File: config.mk
export PLATFORM = sky130hd
export DESIGN_NAME = tbus_arbiter
export DESIGN_NICKNAME = d
export VERILOG_FILES = /design/src/rtl/tbus_pkg.sv /design/src/rtl/tbus_arb_pick.sv /design/src/rtl/tbus_arbiter.sv
export SDC_FILE = /design/constraint.sdc
export NUM_CORES = 1
export LEC_CHECK = 0
export CAP_MARGIN = 20
export CORE_AREA = 2 2 279 281
export CTS_CLUSTER_SIZE = 12
export DETAILED_ROUTE_END_ITERATION = 10
export DIE_AREA = 0 0 281 283
export GPL_TIMING_DRIVEN = 1
export PLACE_DENSITY = 0.4
export SYNTH_ARGS = -nofsm -noshare
export SYNTH_HDL_FRONTEND = slang
export SYNTH_SLANG_ARGS = --single-unit
export TNS_END_PERCENT = 50
File: constraint.sdc
create_clock -name clock -period 2.4 [get_ports clock]
set_input_delay 0.24 -clock clock [delete_from_list [all_inputs] [get_ports clock]]
set_output_delay 0.24 -clock clock [all_outputs]
set_load 0.1 [all_outputs]
File: src/rtl/tbus_pkg.sv
// Shared tbus types: arbiter states, requester ids, widths and op codes.
// Included by the arbiter and its picker through import tbus_pkg::*.
package tbus_pkg;

  localparam int RESULT_WIDTH      = 64;
  localparam int SRC_WIDTH         = 64;
  localparam int TBUS_MASK_WIDTH   = 64;
  localparam int TBUS_OPTYPE_WIDTH = 2;

  typedef logic [TBUS_OPTYPE_WIDTH-1:0] tbus_optype_t;

  localparam tbus_optype_t TBUS_READ  = 2'd0;
  localparam tbus_optype_t TBUS_WRITE = 2'd1;

  localparam logic TBUS_REQ_FETCH = 1'b0;
  localparam logic TBUS_REQ_LSU   = 1'b1;

  typedef enum logic [1:0] {
    IDLE        = 2'b00,
    PENDING     = 2'b01,
    OUTSTANDING = 2'b10
  } tbus_arb_state_t;

  typedef struct packed {
    logic [RESULT_WIDTH-1:0]    index;
    logic [SRC_WIDTH-1:0]       write_data;
    logic [TBUS_MASK_WIDTH-1:0] write_mask;
    tbus_optype_t               operation_type;
  } tbus_req_t;

  function automatic logic is_contended(input logic [1:0] valid);
    return valid[0] & valid[1];
  endfunction

endpackage

File: src/rtl/tbus_arb_pick.sv
// Combinational two-way picker for the tbus arbiter.
// TBUS_ARB_RR_EN selects round-robin; otherwise memblock has fixed priority.
module tbus_arb_pick
  import tbus_pkg::*;
(
  input  logic [1:0] valid,
  input  logic       last_grant,
  output logic       sel
);

`ifdef TBUS_ARB_RR_EN
  always_comb begin
    sel = valid[TBUS_REQ_LSU];
    if (is_contended(valid)) begin
      sel = ~last_grant;
    end
  end
`else
  logic unused_last_grant;

  assign unused_last_grant = last_grant;

  always_comb begin
    sel = TBUS_REQ_FETCH;
    if (valid[TBUS_REQ_LSU]) begin
      sel = TBUS_REQ_LSU;
    end
  end
`endif

endmodule

File: src/rtl/tbus_arbiter.sv
// Two-requester arbiter/sequencer for the single tbus channel, one op at a time.
// Build option: define TBUS_ARB_RR_EN for round-robin, else memblock priority.
module tbus_arbiter
  import tbus_pkg::*;
#(
  parameter int NREQ  = 2,
  parameter int IDX_W = RESULT_WIDTH
) (
  input  logic                                   clock,
  input  logic                                   reset,
  input  logic [NREQ-1:0]                        req_valid,
  output logic [NREQ-1:0]                        req_ready,
  input  logic [NREQ-1:0][IDX_W-1:0]             req_index,
  input  logic [NREQ-1:0][SRC_WIDTH-1:0]         req_write_data,
  input  logic [NREQ-1:0][TBUS_MASK_WIDTH-1:0]   req_write_mask,
  input  logic [NREQ-1:0][TBUS_OPTYPE_WIDTH-1:0] req_operation_type,
  output logic [NREQ-1:0]                        resp_done,
  output logic [IDX_W-1:0]                       resp_read_data,
  output logic                                   tbus_index_valid,
  input  logic                                   tbus_index_ready,
  output logic [IDX_W-1:0]                       tbus_index,
  output logic [SRC_WIDTH-1:0]                   tbus_write_data,
  output logic [TBUS_MASK_WIDTH-1:0]             tbus_write_mask,
  output logic [TBUS_OPTYPE_WIDTH-1:0]           tbus_operation_type,
  input  logic [IDX_W-1:0]                       tbus_read_data,
  input  logic                                   tbus_operation_done
);

  tbus_arb_state_t state;
  tbus_arb_state_t state_nxt;
  logic            owner;
  logic            owner_nxt;
  logic            last_grant;
  logic            last_grant_nxt;

  logic      sel;
  logic      gnt;
  logic      gnt_vld;
  logic      fire;
  logic      done_ok;
  tbus_req_t fwd;

  tbus_arb_pick u_pick (
    .valid      (req_valid),
    .last_grant (last_grant),
    .sel        (sel)
  );

  always_comb begin
    gnt     = owner;
    gnt_vld = 1'b0;
    unique case (state)
      IDLE: begin
        gnt     = sel;
        gnt_vld = |req_valid;
      end
      PENDING: begin
        gnt     = owner;
        gnt_vld = req_valid[owner];
      end
      OUTSTANDING: begin
        gnt     = owner;
        gnt_vld = 1'b0;
      end
      default: begin
        gnt     = owner;
        gnt_vld = 1'b0;
      end
    endcase
    if (reset) begin
      gnt_vld = 1'b0;
    end
  end

  assign fire    = gnt_vld & tbus_index_ready;
  assign done_ok = ~reset & (state == OUTSTANDING)
                 & tbus_operation_done;

  // Non-forwarded cycles drive an all-zero bundle onto the bus.
  always_comb begin
    fwd = '0;
    if (gnt_vld) begin
      fwd.index          = req_index[gnt];
      fwd.write_data     = req_write_data[gnt];
      fwd.write_mask     = req_write_mask[gnt];
      fwd.operation_type = req_operation_type[gnt];
    end
  end

  assign tbus_index_valid    = gnt_vld;
  assign tbus_index          = fwd.index;
  assign tbus_write_data     = fwd.write_data;
  assign tbus_write_mask     = fwd.write_mask;
  assign tbus_operation_type = fwd.operation_type;

  always_comb begin
    req_ready = '0;
    if (fire) begin
      req_ready[gnt] = 1'b1;
    end
  end

  always_comb begin
    resp_done = '0;
    if (done_ok) begin
      resp_done[owner] = 1'b1;
    end
  end

  assign resp_read_data = reset ? '0 : tbus_read_data;

  always_comb begin
    state_nxt      = state;
    owner_nxt      = owner;
    last_grant_nxt = last_grant;
    if (fire) begin
      last_grant_nxt = gnt;
    end
    unique case (state)
      IDLE: begin
        if (gnt_vld) begin
          owner_nxt = sel;
          state_nxt = fire ? OUTSTANDING : PENDING;
        end
      end
      PENDING: begin
        if (!req_valid[owner]) begin
          state_nxt = IDLE;
        end else if (fire) begin
          state_nxt = OUTSTANDING;
        end
      end
      OUTSTANDING: begin
        if (tbus_operation_done) begin
          state_nxt = IDLE;
        end
      end
      default: begin
        state_nxt = IDLE;
      end
    endcase
  end

  always_ff @(posedge clock or posedge reset) begin
    if (reset) begin
      state      <= IDLE;
      owner      <= TBUS_REQ_FETCH;
      last_grant <= TBUS_REQ_FETCH;
    end else begin
      state      <= state_nxt;
      owner      <= owner_nxt;
      last_grant <= last_grant_nxt;
    end
  end

endmodule

==> summary.md <==
| Metric | Value |
|---|---|
| Register clock-pin slew on the reported worst setup and hold paths | approximately 0.030 ns |
| Main synth FF type | dfrtp_1 |
| Pin count of the biggest net entering global routing | 83 |
| Number of flops mapped to enable cells by yosys | 0 |
| Initial Util | 0.0586 |
| Number of detailed-routing iterations run before antenna repair | 5 |
| Horizontal die dimension | between 200 and 300 um |
| Weighted congestion reported at the end of routability-driven placement | about 0.90 |
| Fraction of the yosys area taken by sequential cells | 0.0167 |
| R2R setup slack | approximately 0.55 ns |
| Average wire per standard cell | between 15 and 20 um |
| Synthesis-stage register bit count | 3 |
| Minimum clock period after layout | approximately 2.4 ns |
| Clk sinks | 3 |
| Vias in the first global route | ~9,500 |
| FF/Latch Area | 78.8 sq um |
| Fin Setup TNS | -0.00544 ns |
| Relative slew slack | 0.557 |
| TritonCTS clock tree | built |
| Tightest Hold Check Type | in -> reg |
| Top layer used by detailed routing | met5 |
| Number of nets in the synthesized netlist | roughly 1,200 |
| Critical Path AT | 2.16 ns |
| Chip Height | 283 um |
| Max Slew Vio Count | 0 |
| Achievable clock frequency | 0.416 GHz |
| Count of pins on the block boundary | just over 700 |
| Average instance area after synthesis | ~5.7 sq um |
| Area of the die | 0.0795 sq mm |
| Footprint of the multi-input gates | 0.00479 sq mm |
| Gate count of the mapped netlist | 787 |
| Area of the core | ~0.077 sq mm |
| Startpoint types | flip-flop |
| Via-per-instance ratio | between 3 and 4 |
| Distinct cells, synth | 25 |
| Library cell used as clock root buffer | clkbuf_16 |
| Layout fillers | around 8,300 |
| Fraction of layout cells with a size suffix above 1 | 0.390 |
| Inserted Clock Buffers | 3 |
| Violated checks | setup timing |
| Final design utilization | 0.219 |
| Violation count after the first detailed-route iteration | 421 |
| Total global routing overflow | 0 |
| Netlist Area Pre-Place | 0.00450 sq mm |
| Final critical-path setup slack | -0.00390 ns |
| MaxCap Viol Count | 0 |
| Final clock skew | ~0.00017 ns |
| Met2 WL post-DR | 23.8 mm |
| Initial antenna violation count | 3 |
| Longest Clk Path Bufs | 2 |
| Synthesis-to-layout area growth | 273% |
| Pwr dens | 534 mW/mm^2 |
| Hold Fails Final Rpt | 0 |
| H-tree depth | 1 |
| Placement row count | 102 |
| Via count | around 9,000 |
| HPWL after DPL | ~36 mm |
| Async set-reset flop share out of synthesis | 1.00 |
| DRC errors left | 0 |
| Critical setup path kind | reg -> out |
| VDD IR-drop max | 0.243 mV |
| Placed insts | between 2,000 and 3,000 |
| Setup Viol. Count Final | 2 |
| Final Routed Wirelength | 47.0 mm |
| Worst skew pair latency | approximately 0.22 ns |
| Overall fraction of global-route tracks in use | 0.105 |
| Post-Route M1 WL | between 15 and 20 mm |
| Wire length of the first global-routing pass | about 63 mm |
| Leakage power | approximately 5.9 nW |
| Status | finished, violations left |
| Antenna Nets Post-Route | 0 |
| Sort of element at the end of the critical path | output port |
| Placement Setup Slack | -0.212 ns |
| Final cycle utilization of the critical path | 1.00 |
| Syn. warnings | 0 |
| Fin cells | between 2,000 and 3,000 |
| Slew @ Worst Pin | around 0.66 ns |
| IO Port Bufs | roughly 700 |
| Crit Path Max Fanout | 42 |
| Required time of the critical path | 2.16 ns |
| Setup repair after global routing missed its margin | true |
| NumNets Final | 1,983 |
| Met3 wire length | about 3.5 mm |
power breakdown:
| part | switching, W | internal (W) | leakage, nW |
|---|---|---|---|
| logic | 0.00543 | 0.00319 | 5.78 |
| registers | 0.0000178 | 0.0000607 | 0.0340 |
| clock network | 0.0000462 | 0.000219 | 0.0382 |
through the flow:
step	power [W]	hold slack (ns)	instance area, sq um
6_report	0.00897	0.473	16800
5_1_grt	0.00931	0.494	16800
4_1_cts	0.00864	0.463	16100
3_5_place_dp	0.00802	0.146	15500
3_3_place_gp	0.00805	0.148	15500
2_1_floorplan	0.00466	0.207	4650
final timing paths:
kind | startpoint | cells after the start | end
min in group asynchronous | reset | 3 | state[1]
hold / removal | req_valid[0] | 3 | owner
setup / recovery | state[1] | 7 | tbus_write_mask[54]
setup reg to reg | state[1] | 7 | state[1]
max in group asynchronous | reset | 3 | state[0]
hold reg to reg | owner | 1 | owner
sequential cells by signal (all words and copies together), names as in the netlist:
register  flops
owner         1
state         2
final cells by class:
cell class,count,share of cell area
antenna,1,0.000149
tap,1040,0.0775
inverter,2,0.000447
sequential,3,0.00469
clock buffer,4,0.00469
timing repair buffer,849,0.627
multi-input combinational,666,0.285
cell usage after synthesis, drive strengths merged (2+ instances only):
library cell	count	area [sq um]
nor3b	4	35.0
nand2	2	7.51
dfrtp	3	75.1
nand3	195	976
nor2b	64	400
o21ai	195	976
clkbuf	60	225
nor2	2	7.51
a21oi	194	1350
inv	2	7.51
buf	56	360
nor3	2	10.0
what timing repair did:
action | 4_1_cts | 5_1_grt
setup buffers | 5 | 9
endpoints found under the hold margin | 3 | 0
hold buffers | 1 | 0
endpoints found under the setup margin | 190 | 159
pin swaps | 5 | 8
resized for setup | 80 | 93
gates cloned | 4 | 9
worst max-delay path: stages, from the launching register on:
cell	delay, ns
dfrtp_2	0.46
buf_4	0.16
or3b_4	0.40
buf_12	0.18
buf_12	0.22
nand3_1	0.15
a21oi_4	0.09
buf_12	0.18
cell families after synthesis:
group,synth area share
buffers and inverters,0.132
DFF,0.0167
muxes,0.00223
AOI/OAI and AO/OA,0.526
and+or+nand+nor,0.323
layer usage:
| metal | vias up | global-route usage |
|---|---|---|
| li1 | 4334 | - |
| met4 | 2 | 0.0298 |
| met2 | 493 | 0.191 |
| met1 | 4356 | 0.121 |
| met3 | 56 | 0.0231 |
| met5 | - | 0 |
cell usage in the layout (no fill, tap or decap), drive strengths merged, types with 2 or more instances in the layout:
cell / instances
nor3b: 4
nand2: 2
inv: 2
nor2b: 64
dlygate4sd2: 2
dfrtp: 3
clkdlybuf4s50: 454
nand3: 195
a21oi: 194
nor2: 2
bufbuf: 2
nor3: 2
o21ai: 195
clkbuf: 11
buf: 383
(Power assumes the default switching activity.)
